===== src/rtl/sel_decoder_pkg.sv =====
// rtl/sel_decoder_pkg.sv - shared types and default widths for sel_decoder_seq
package sel_decoder_pkg;

  localparam int SEL_W_DEF   = 3;
  localparam int DWELL_W_DEF = 4;

  typedef enum logic [1:0] {
    IDLE   = 2'd0,
    DECODE = 2'd1,
    SCAN   = 2'd2
  } state_e;

  // Where the next y value comes from.
  typedef enum logic [1:0] {
    Y_ZERO = 2'd0,
    Y_HOLD = 2'd1,
    Y_LOAD = 2'd2
  } ysrc_e;

endpackage


===== src/rtl/sel_decoder_seq_if.sv =====
// rtl/sel_decoder_seq_if.sv - select/scan bus between a controller and sel_decoder_seq
interface sel_decoder_seq_if #(
  parameter int SEL_W   = sel_decoder_pkg::SEL_W_DEF,
  parameter int DWELL_W = sel_decoder_pkg::DWELL_W_DEF
);
  localparam int OUT_N = 1 << SEL_W;

  logic               en;
  logic               mode;
  logic               in_valid;
  logic [SEL_W-1:0]   in_sel;
  logic               in_ready;
  logic [DWELL_W-1:0] dwell;
  logic [OUT_N-1:0]   y;
  logic               out_valid;
  logic               scan_wrap;

  modport master (
    output en, mode, in_valid, in_sel, dwell,
    input  in_ready, y, out_valid, scan_wrap
  );

  modport slave (
    input  en, mode, in_valid, in_sel, dwell,
    output in_ready, y, out_valid, scan_wrap
  );
endinterface


===== src/rtl/sel_decoder_seq_onehot.sv =====
// rtl/sel_decoder_seq_onehot.sv - combinational binary to one-hot decoder
module onehot_decode #(
  parameter int SEL_W = 3
) (
  input  logic [SEL_W-1:0]        sel_i,
  output logic [(1<<SEL_W)-1:0]   onehot_o
);
  always_comb begin
    onehot_o        = '0;
    onehot_o[sel_i] = 1'b1;
  end
endmodule


===== src/rtl/sel_decoder_seq.sv =====
// rtl/sel_decoder_seq.sv - one-hot select decoder with an auto-scan mode
module sel_decoder_seq
  import sel_decoder_pkg::*;
#(
  parameter int SEL_W   = SEL_W_DEF,
  parameter int DWELL_W = DWELL_W_DEF
) (
  input logic              clk,
  input logic              rst_n,
  sel_decoder_seq_if.slave bus
);
  localparam int OUT_N = 1 << SEL_W;

  state_e             state_q, state_d;
  logic [OUT_N-1:0]   y_q, y_d;
  logic               out_valid_q, out_valid_d;
  logic               scan_wrap_q, scan_wrap_d;
  logic [SEL_W-1:0]   idx_q, idx_d;
  logic [DWELL_W-1:0] cnt_q, cnt_d;
  ysrc_e              ysrc;
  logic               xfer;
  logic [SEL_W-1:0]   dec_sel;
  logic [OUT_N-1:0]   dec_out;

  assign bus.in_ready = bus.en & ~bus.mode;
  assign xfer         = bus.in_valid & bus.in_ready;

  always_comb begin
    state_d     = state_q;
    idx_d       = idx_q;
    cnt_d       = cnt_q;
    out_valid_d = out_valid_q;
    scan_wrap_d = 1'b0;
    ysrc        = Y_HOLD;
    if (!bus.en) begin
      state_d     = IDLE;
      idx_d       = '0;
      cnt_d       = '0;
      out_valid_d = 1'b0;
      ysrc        = Y_ZERO;
    end else if (bus.mode) begin
      state_d     = SCAN;
      out_valid_d = 1'b1;
      ysrc        = Y_LOAD;
      if (state_q != SCAN) begin
        idx_d = '0;
        cnt_d = bus.dwell;
      end else if (cnt_q == '0) begin
        // Index width equals log2(OUT_N), so the increment wraps on its own.
        idx_d       = idx_q + SEL_W'(1);
        cnt_d       = bus.dwell;
        scan_wrap_d = &idx_q;
      end else begin
        cnt_d = cnt_q - DWELL_W'(1);
      end
    end else begin
      idx_d = '0;
      cnt_d = '0;
      if (xfer) begin
        state_d     = DECODE;
        out_valid_d = 1'b1;
        ysrc        = Y_LOAD;
      end else if (state_q != DECODE) begin
        state_d     = IDLE;
        out_valid_d = 1'b0;
        ysrc        = Y_ZERO;
      end
    end
  end

  // Single decoder serves both the decode input and the scan index.
  assign dec_sel = xfer ? bus.in_sel : idx_d;

  onehot_decode #(.SEL_W(SEL_W)) u_dec (
    .sel_i    (dec_sel),
    .onehot_o (dec_out)
  );

  always_comb begin
    y_d = y_q;
    case (ysrc)
      Y_ZERO:  y_d = '0;
      Y_LOAD:  y_d = dec_out;
      default: y_d = y_q;
    endcase
  end

  always_ff @(posedge clk or negedge rst_n) begin
    if (!rst_n) begin
      state_q     <= IDLE;
      y_q         <= '0;
      out_valid_q <= 1'b0;
      scan_wrap_q <= 1'b0;
      idx_q       <= '0;
      cnt_q       <= '0;
    end else begin
      state_q     <= state_d;
      y_q         <= y_d;
      out_valid_q <= out_valid_d;
      scan_wrap_q <= scan_wrap_d;
      idx_q       <= idx_d;
      cnt_q       <= cnt_d;
    end
  end

  assign bus.y         = y_q;
  assign bus.out_valid = out_valid_q;
  assign bus.scan_wrap = scan_wrap_q;

endmodule


===== src/flat_wrapper.sv =====
// flat-port wrapper written by rule: the top's interface ports become plain ports
module sel_decoder_seq_flat import sel_decoder_pkg::*;
#(
  parameter int SEL_W   = SEL_W_DEF,
  parameter int DWELL_W = DWELL_W_DEF
)
  (clk, rst_n, bus_en, bus_mode, bus_in_valid, bus_in_sel, bus_dwell, bus_in_ready, bus_y, bus_out_valid, bus_scan_wrap);
  sel_decoder_seq_if #(.SEL_W(SEL_W), .DWELL_W(DWELL_W)) bus_i ();
  input logic clk;
  input logic rst_n;
  input wire logic [$bits(bus_i.en)-1:0] bus_en;
  input wire logic [$bits(bus_i.mode)-1:0] bus_mode;
  input wire logic [$bits(bus_i.in_valid)-1:0] bus_in_valid;
  input wire logic [$bits(bus_i.in_sel)-1:0] bus_in_sel;
  input wire logic [$bits(bus_i.dwell)-1:0] bus_dwell;
  output wire logic [$bits(bus_i.in_ready)-1:0] bus_in_ready;
  output wire logic [$bits(bus_i.y)-1:0] bus_y;
  output wire logic [$bits(bus_i.out_valid)-1:0] bus_out_valid;
  output wire logic [$bits(bus_i.scan_wrap)-1:0] bus_scan_wrap;
  assign bus_i.en = bus_en;
  assign bus_i.mode = bus_mode;
  assign bus_i.in_valid = bus_in_valid;
  assign bus_i.in_sel = bus_in_sel;
  assign bus_i.dwell = bus_dwell;
  assign bus_in_ready = bus_i.in_ready;
  assign bus_y = bus_i.y;
  assign bus_out_valid = bus_i.out_valid;
  assign bus_scan_wrap = bus_i.scan_wrap;
  sel_decoder_seq #(.SEL_W(SEL_W), .DWELL_W(DWELL_W)) u_core (.clk(clk), .rst_n(rst_n), .bus(bus_i));
endmodule

===== config.mk =====
export PLATFORM = sky130hd
export DESIGN_NAME = sel_decoder_seq_flat
export DESIGN_NICKNAME = d
export VERILOG_FILES = /design/src/rtl/sel_decoder_pkg.sv /design/src/rtl/sel_decoder_seq_if.sv /design/src/rtl/sel_decoder_seq_onehot.sv /design/src/rtl/sel_decoder_seq.sv /design/src/flat_wrapper.sv
export SDC_FILE = /design/constraint.sdc
export NUM_CORES = 1
export LEC_CHECK = 0
export ABC_CLOCK_PERIOD_IN_PS = 2750
export CORE_ASPECT_RATIO = 0.5
export CORE_MARGIN = 2
export CORE_UTILIZATION = 25
export CTS_CLUSTER_DIAMETER = 100
export DETAILED_ROUTE_END_ITERATION = 8
export DONT_BUFFER_PORTS = 1
export SETUP_SLACK_MARGIN = 0.3
export SYNTH_ARGS = -nofsm -noshare
export SYNTH_HDL_FRONTEND = slang
export SYNTH_SLANG_ARGS = --single-unit

===== constraint.sdc =====
create_clock -name clk -period 2.75 [get_ports clk]
set_clock_uncertainty 0.1 [all_clocks]
set_input_delay 0.275 -clock clk [delete_from_list [all_inputs] [get_ports clk]]
set_output_delay 0.275 -clock clk [all_outputs]
set_load 0.03 [all_outputs]

Word level (Yosys, flattened, before mapping)
Cells that the tools add are included.

word-level totals
  bits in registers = 19
  latch bits = 0
  memory bits (writable) = 0
  ROM bits = 0
  bits of input ports = 12
  output and inout bits = 11
  word-level logic and storage cells = 50
  memories kept = 0

cells by class
  $add $sub $neg = 2
  multipliers = 0
  div/mod/pow operators = 0
  $lt $le $gt $ge = 2
  equal/unequal tests = 4
  shifts and indexed selects = 0
  multiplexer cells = 28
  bitwise operators = 3
  reduce and logical (&&, ||, !) cells = 5

operators by type and width
  kind                   number
  $mux W4                4
  $pmux W8 S2            1
  $mux W3                5
  $mux W2                7
  $mux W1                10
  $logic_not A4 Y1       1
  $lt A3 B4 Y1 const B   1
  $ne A4 B1 Y1 const B   1
  $sub A4 B1 Y4 const B  1
  $add A3 B1 Y3 const B  1
  $demux W1 S3           1
  $ge A3 B1 Y1 const B   1
  $reduce_and A3 Y1      1
  $and A1 B1 Y1          2
  $eq A2 B2 Y1 const B   1
  $logic_not A2 Y1       1
  $ne A2 B1 Y1 const B   1
  $ne A2 B2 Y1 const B   1
  $reduce_bool A2 Y1     1
  $logic_and A1 B1 Y1    1
  $not A1 Y1             1

Logic depth before layout (Yosys ltp)
Gate-level depths: netlist of run 1.

  depth in word-level cells = 11
  depth in mapped cells = 6
  depth with buffers taken out = 6

Hierarchy
From an unflattened synthesis of run 1, not the netlist that was laid out.

unflattened totals
  cells, all modules = 84
  area total of the unflattened synthesis = 929.6 µm²

modules (own cells, without submodules)
  module           times used  cells each  area each (µm²)  sequential area each (µm²)
  sel_decoder_seq  1           76          864.6            475.5
  onehot_decode    1           8           65.1             0.0

Worst setup path before layout of run 1
No wires, ideal clock.

  path kind = reg-to-reg
  from = register u_core.cnt_q[0]
  to = register u_core.y_q[5], in the netlist u_core.bus.y[5]
  setup time = 0.122 ns
  data arrival time = 1.544 ns
  data required time = 2.528 ns
  path slack = 0.984 ns
  cell stages (with the launch flop) = 7
  buffers on the path = 0
  period minus slack after synthesis = 1.766 ns
  cell sequence = dfrtp_1 inv_1 ha_1 nor3b_4 mux2i_1 o21ai_2 a32o_1

between the ends
  longest elaborated chain between the ends = 11
  elaborated cells between the ends (all ways) = 12
  those cells by class = order compare (2); mux (8); reduce/logical (2)

ends and longest elaborated chain
  element                                                             line                          source
  start, declared                                                     sel_decoder_seq.sv:19         logic [DWELL_W-1:0] cnt_q, cnt_d;
  start signal, assigned                                              sel_decoder_seq.sv:102        cnt_q <= cnt_d;
  $logic_not A4 Y1 (*)                                                sel_decoder_seq.sv:48         end else if (cnt_q == '0) begin
  $mux W3 (*)                                                         sel_decoder_seq.sv:48
  $mux W3 (*)                                                         sel_decoder_seq.sv:45         if (state_q != SCAN) begin
  $mux W3 (*)                                                         sel_decoder_seq.sv:41         end else if (bus.mode) begin
  $mux W3 (*)                                                         sel_decoder_seq.sv:35         if (!bus.en) begin
  $mux W3 (*)                                                         sel_decoder_seq.sv:72         assign dec_sel = xfer ? bus.in_sel : idx_d;
  $lt A3 B4 Y1 (not written as such) or $ge A3 B1 Y1 (tied branches)  sel_decoder_seq_onehot.sv:10  onehot_o[sel_i] = 1'b1;
  $logic_and A1 B1 Y1 (not written as such)                           sel_decoder_seq_onehot.sv:10
  $mux W1 (not written as such)                                       sel_decoder_seq_onehot.sv:10
  $demux W1 S3 (*)                                                    sel_decoder_seq_onehot.sv:10
  $pmux W8 S2 (*)                                                     sel_decoder_seq.sv:81         case (ysrc)
  end signal, assigned                                                sel_decoder_seq.sv:98         y_q <= y_d;
  end, declared                                                       sel_decoder_seq.sv:15         logic [OUT_N-1:0] y_q, y_d;

Every way passes the cells marked *; elsewhere a longest branch is shown, timed or not.
A chain may end at the register's enable or synchronous reset.

Final worst setup path of run 1
Same ends and word-level chain as after synthesis.

==> metrics.md, run 1 <==
| Metric | Value |
|---|---|
| Pin count of the biggest net entering global routing | `20` |
| CTS Sinks | `19` |
| Num CTS Buffers | `3` |
| Synth Instances | `a little over 80` |
| Net count after synthesis | `98` |
| Share of cells above drive strength 1 | `about a tenth` |
| Post-cts hold buffer count | `1` |
| Crit Path Class | `reg -> reg` |
| Asr flop ratio synth | `between 90% and 100%` |
| Total power | `0.5458 mW` |
| I/O Pins | `23` |
| Total Routed Length | `1767 um` |
| Ys flop type | `dfrtp_1` |
| P&R area growth vs syn | `12.85%` |
| Leakage | `around 0.46 nW` |
| Total of max-cap violations | `0` |
| CP Launch Type | `flip-flop` |
| Setup violations, final | `0` |
| WP data required | `approximately 2800 ps` |
| Unrepaired setup endpoints after global routing | `no` |
| CTS resizes | `0` |
| Wire length of the first global-routing pass | `about 2800 um` |
| Top-count cell post-synth | `dfrtp_1` |
| Port buffer count | `0` |
| Worst Setup End Kind | `flip-flop` |
| DP HPWL | `approximately 1300 um` |
| Register area share after synthesis | `approximately 52%` |
| DIE AREA | `approximately 0.0042 mm^2` |
| Core Box Area | `~0.0035 mm^2` |
| Max FO, Critical Path | `8` |
| Synth cell types | `25` |
| DR iter-0 viols | `60` |
| Synthesis-stage register bit count | `19` |
| Outcome | `finished, final reports clean` |
| Die width | `a little under 90 um` |
| Synth cell count leaders | `dfrtp_1 (19), nand2_1 (12), nor2_1 (8)` |
| Final worst path period share | `a little over two thirds` |
| Sequential cell area | `about 480 um^2` |
| Initial antenna violation count | `0` |
| Area fraction of the dominant cell type after synthesis | `52.49%` |
| # H-tree levels | `1` |
| Top post-synthesis cells by area | `dfrtp_1 (52%), ha_1 (5.5%), nand2_1 (5.0%)` |
| Total global routing track utilization | `between 9 and 10%` |
| # rows | `15` |
| Drt first pass iters | `3` |
| Fillers | `between 300 and 400` |
| Antenna Nets Post-Route | `0` |
| GRT Residual Overflow | `0` |
| Vias in the first global route | `between 600 and 700` |
| Inserted Diodes | `0` |
| Starting Density | `about a quarter` |
| Clk root buf | `clkbuf_8` |
| TritonCTS clock tree | `built` |
| Final Hold Fails | `0` |
| Multi-input logic area | `a little over 400 um^2` |
| CP cell instances | `inv_1 -> ha_1 -> nor3b_4 -> mux2i_1 -> o21ai_2 -> a32o_1` |
| Worst VDD drop | `approximately 0.18 mV` |
| Flop2flop setup slack | `~840 ps` |
| Critical path's slowest cell | `dfrtp_1` |
| Worst slew pin tran | `slightly below 900 ps` |
| Family with the most delay on the worst path | `compound AO/OA/AOI/OAI gates` |
| Via Count | `approximately 620` |
| PD cells | `533.9 mW/mm^2` |
| Syn. warnings | `0` |
| Vias/cell | `between 4 and 5` |
| Postcts setup bufs | `0` |
| Slew margin rel. | `41.90%` |
| Placed cells | `approximately 130` |
| CTS max path bufs | `2` |
| Worst path buffer plus inverter count | `1` |
| Final Max Slew Viols | `0` |
| DR DRC count | `0` |
| Final cell count without fillers | `~140` |
| GPL Wtd Cong | `between 0.7 and 0.8` |
| Tightest Hold Check Type | `in -> reg` |
| Syn_area_per_cell | `~11 um^2` |
| Nets | `roughly 100` |
| Routed wire per std cell | `about 13 um` |
| Max Clock Freq | `0.5238 GHz` |
| Mapped cell area | `around 910 um^2` |
| Leading area contributor after synthesis | `dfrtp_1` |
| Fin Setup TNS | `0 ps` |
| Number of flops mapped to enable cells by yosys | `0` |
| Clock slew at reported path FFs | `around 70 ps` |
| Critical Path AT | `slightly below 2000 ps` |
| Clock latency on the worst-skew pair | `approximately 250 ps` |
| Die height | `46.57 um` |
| Slowest Stage Delay on Critical Path | `roughly 380 ps` |
| Fin crit period | `between 1500 and 2000 ps` |
-- sequential cells by signal, summed over array words and instances (netlist names) --
signal	flops
u_core.idx_q	3
u_core.cnt_q	4
u_core.bus.scan_wrap	1
u_core.state_q	2
u_core.bus.out_valid	1
u_core.bus.y	8
-- through the flow --
| stage | setup WS (ps) | utilization [%] | hold slack [ps] | area (um^2) |
|---|---|---|---|---|
| 5_1_grt | 691.4 | 29.60 | 96.84 | 1022 |
| 3_3_place_gp | 863.7 | 27.97 | -120.2 | 965.9 |
| 4_1_cts | 826.8 | 29.60 | 71.99 | 1022 |
| 2_1_floorplan | 984.2 | - | -120.6 | 905.9 |
| 6_report | 840.8 | 29.60 | 77.39 | 1022 |
| 3_5_place_dp | 828.8 | 27.97 | -120.3 | 965.9 |
-- cell families (layout without fill, tap and decap cells) --
kind of cell | count (synthesis) | count (layout) | synth area share [%]
compound gates | 19 | 19 | 16.44
xor+xnor | 3 | 3 | 2.901
fa+ha+maj | 4 | 4 | 5.525
buf+inv | 6 | 10 | 2.486
flops | 19 | 19 | 52.49
mux | 3 | 3 | 3.315
simple gates | 28 | 28 | 16.85
-- cell type report --
type,instances,share of cell area [%]
well taps,51,6.242
flip-flops and latches,19,46.51
clock buffers,3,4.039
multi-input cells,57,39.90
repair buffers,1,0.9792
inverters,5,1.836
clock inverters,1,0.4896
-- final timing paths --
kind	from	depth (start not counted)	end
setup / recovery	u_core.cnt_q[0]$_DFF_PN0_	6	u_core.bus.y[5]$_DFFE_PN0P_
min in group asynchronous	rst_n	1	u_core.idx_q[2]$_DFF_PN0_
max in group asynchronous	rst_n	1	u_core.bus.y[4]$_DFFE_PN0P_
hold reg to reg	u_core.idx_q[2]$_DFF_PN0_	2	u_core.idx_q[2]$_DFF_PN0_
hold / removal	bus_dwell[0]	2	u_core.cnt_q[0]$_DFF_PN0_
setup reg to reg	u_core.cnt_q[0]$_DFF_PN0_	6	u_core.bus.y[5]$_DFFE_PN0P_
-- cells in the final DEF (no fill, tap or decap) --
master / netlist / routed
o21ai_1: 1 / 1
o21a_1: 2 / 2
o211ai_1: 1 / 1
nor3b_4: 1 / 1
nor2_2: 1 / 1
nor2b_1: 1 / 1
inv_1: 5 / 5
nor3_1: 1 / 1
nand4b_1: 1 / 1
a32o_1: 4 / 4
o31ai_1: 4 / 4
clkinv_2: 0 / 1
or4bb_1: 1 / 1
o211a_1: 1 / 1
clkbuf_8: 0 / 3
mux2i_1: 3 / 3
nor2_1: 8 / 8
o21ai_2: 1 / 1
nor3b_2: 1 / 1
ha_1: 4 / 4
a211oi_1: 3 / 3
dfrtp_1: 19 / 19
dlygate4sd3_1: 0 / 1
nand2_1: 12 / 12
xnor2_1: 3 / 3
and3b_1: 1 / 1
o21ai_0: 2 / 2
-- routing by layer --
| metal | part of all wire, % | GRT usage [%] | vias up |
|---|---|---|---|
| met3 | 5.2 | 3.763 | 0 |
| met5 | 0 | 0 | - |
| met1 | 43 | 10.87 | 310 |
| li1 | - | - | 302 |
| met2 | 52 | 15.56 | 12 |
| met4 | 0 | 3.582 | 0 |
-- report_power, final --
group / switching (mW) / internal (mW) / total [mW] / leakage, nW
Sequential: 0.0138 / 0.287 / 0.301 / 0.258
Clock: 0.0926 / 0.101 / 0.193 / 0.0255
Combinational: 0.0308 / 0.0207 / 0.0515 / 0.172
-- worst register-to-register path: stages, from the launching register on --
cell,delay (ps)
dfrtp_1,380
inv_1,100
ha_1,150
nor3b_4,310
mux2i_1,310
o21ai_2,160
a32o_1,300
(Power assumes the default switching activity.)
==> run 2: changes to the inputs <==
Settings changed: ABC_CLOCK_PERIOD_IN_PS 2750 to 1830.
Clock period 2.75 ns to 1.83 ns, I/O delays scaled along.
==> metrics.md, run 2 (synthesis gave the netlist of run 1 again) <==
| Metric | Value |
|---|---|
| Drt first pass iters | `4` |
| CTS max path bufs | `2` |
| # rows | `15` |
| Worst flop-to-flop path startpoint | `u_core.cnt_q[1]$_DFF_PN0_` |
| Worst VDD drop | `between 0.2 and 0.25 mV` |
| Vias in the first global route | `~640` |
| Most common cell after layout, fill and taps aside | `dfrtp_1` |
| GPL Wtd Cong | `0.7156` |
| Final Hold Fails | `0` |
| Final worst path period share | `around 99%` |
| Core Box Area | `between 0.003 and 0.004 mm^2` |
| P&R area growth vs syn | `38.67%` |
| Unrepaired setup endpoints after global routing | `yes` |
| Critical Path AT | `~1900 ps` |
| Flop2flop setup slack | `between 20 and 25 ps` |
| Via Count | `slightly below 700` |
| Fin Setup TNS | `0 ps` |
| Clk root buf | `clkbuf_8` |
| Max FO, Critical Path | `8` |
| Initial antenna violation count | `0` |
| DIE AREA | `between 0.004 and 0.005 mm^2` |
| Die height | `roughly 47 um` |
| Tightest Hold Check Type | `in -> reg` |
| Sequential cell area | `approximately 480 um^2` |
| Final worst slack | `21.13 ps` |
| Routed wire per std cell | `13.08 um` |
| I/O Pins | `23` |
| Total of max-cap violations | `0` |
| Setup violations, final | `0` |
| Port buffer count | `0` |
| Share of cells above drive strength 1 | `32.04%` |
| Antenna Nets Post-Route | `0` |
| Reg2reg path depth | `7` |
| Final Max Slew Viols | `0` |
| Max Clock Freq | `about 0.55 GHz` |
| Num CTS Buffers | `3` |
| Placed cells | `about 140` |
| Reg2Reg Capture Point | `u_core.bus.y[4]$_DFFE_PN0P_` |
| Starting Density | `26.23%` |
| DR DRC count | `0` |
| Total Routed Length | `between 2000 and 2500 um` |
| Outcome | `finished, final reports clean` |
| Crit Path Class | `reg -> reg` |
| DR iter-0 viols | `52` |
| Post-Route Utilization | `36.38%` |
| Fillers | `345` |
| Total global routing track utilization | `between 10% and 20%` |
| Vias/cell | `about 4.5` |
| Worst Setup End Kind | `flip-flop` |
| Nets | `120` |
| CTS Sinks | `19` |
| Critical path origin | `u_core.cnt_q[1]$_DFF_PN0_` |
| Wire length of the first global-routing pass | `around 3100 um` |
| GRT Residual Overflow | `0` |
| Multi-input logic area | `about 500 um^2` |
| Hold Path Depth | `3` |
| Most frequent cells in the layout | `dfrtp_1 (19), nand2_1 (12), buf_4 (8), nor2_1 (6), dlygate4sd3_1 (5)` |
| Total power | `slightly below 0.9 mW` |
| Clock latency on the worst-skew pair | `250 ps` |
| Slew margin rel. | `between 40% and 50%` |
| # H-tree levels | `1` |
| CP Launch Type | `flip-flop` |
| Number of flip-flops in the largest register | `8` |
| Fin crit period | `1809 ps` |
| Hold path endpoint | `u_core.bus.y[1]$_DFFE_PN0P_` |
| Final cell count without fillers | `between 150 and 200` |
| Die width | `between 80 and 90 um` |
| Leakage | `between 0.5 and 0.6 nW` |
| PD cells | `~700 mW/mm^2` |
| Hold Startpoint | `bus_in_valid` |
| TritonCTS clock tree | `built` |
| Inserted Diodes | `0` |
| Clock slew at reported path FFs | `around 70 ps` |
| DP HPWL | `approximately 1300 um` |
| Pre-CTS setup slack | `-54.72 ps` |
| Worst slew pin tran | `~870 ps` |
| Pin count of the biggest net entering global routing | `20` |
| WP data required | `roughly 1900 ps` |
-- run 2: per-layer routing --
layer / global-route usage (%) / part of all wire [%]
met5: 0 / 0
met4: 2.687 / 0
met3: 4.301 / 4.8
met2: 17.48 / 52
met1: 11.86 / 43
-- run 2: how the worst max path moves through the flow --
stage	endpoint
CTS	u_core.bus.y[5]$_DFFE_PN0P_
detailed placement	u_core.bus.y[4]$_DFFE_PN0P_
floorplan	u_core.bus.y[4]$_DFFE_PN0P_
global placement	u_core.bus.y[6]$_DFFE_PN0P_
finish	u_core.bus.y[4]$_DFFE_PN0P_
global route	u_core.bus.y[4]$_DFFE_PN0P_
-- run 2: layout make-up --
type | instances | share of cell area (%)
tap | 51 | 5.080
multi-input combinational | 58 | 39.64
sequential | 19 | 37.85
inverter | 5 | 1.494
timing repair buffer | 17 | 12.35
clock buffer | 4 | 3.586
-- run 2: power by group --
group	leakage [nW]	internal, mW	total [mW]	switching (mW)
clock network	0.0228	0.154	0.286	0.132
registers	0.258	0.432	0.453	0.0211
logic	0.260	0.0671	0.131	0.0642
-- run 2: stage by stage --
| stage | hold WS (ps) | cell area [um^2] |
|---|---|---|
| finish | 7.136 | 1256 |
| global route | 14.27 | 1256 |
| floorplan | -212.6 | 905.9 |
| CTS | 3.754 | 1195 |
| detailed placement | -212.2 | 996.0 |
| global placement | -212.2 | 996.0 |
-- run 2: worst max-delay path, cell delays in order (launching register included) --
cell	delay, ps
dfrtp_1	390
inv_2	60
ha_1	130
nor3b_4	210
buf_6	170
mux2i_4	260
o21ai_4	130
a32o_1	260
-- run 2: timing repair --
action,CTS,global route
endpoints found under the hold margin,22,1
setup buffers,5,3
pin swaps,9,7
endpoints found under the setup margin,13,15
cloned,0,1
gates resized for setup,16,6
hold buffers,4,1
==> run 3: changes to the inputs <==
Settings changed: SKIP_LAST_GASP set to 1.
==> results of run 3 <==
No change in the layout: final DEF, timing and power equal those of run 2.
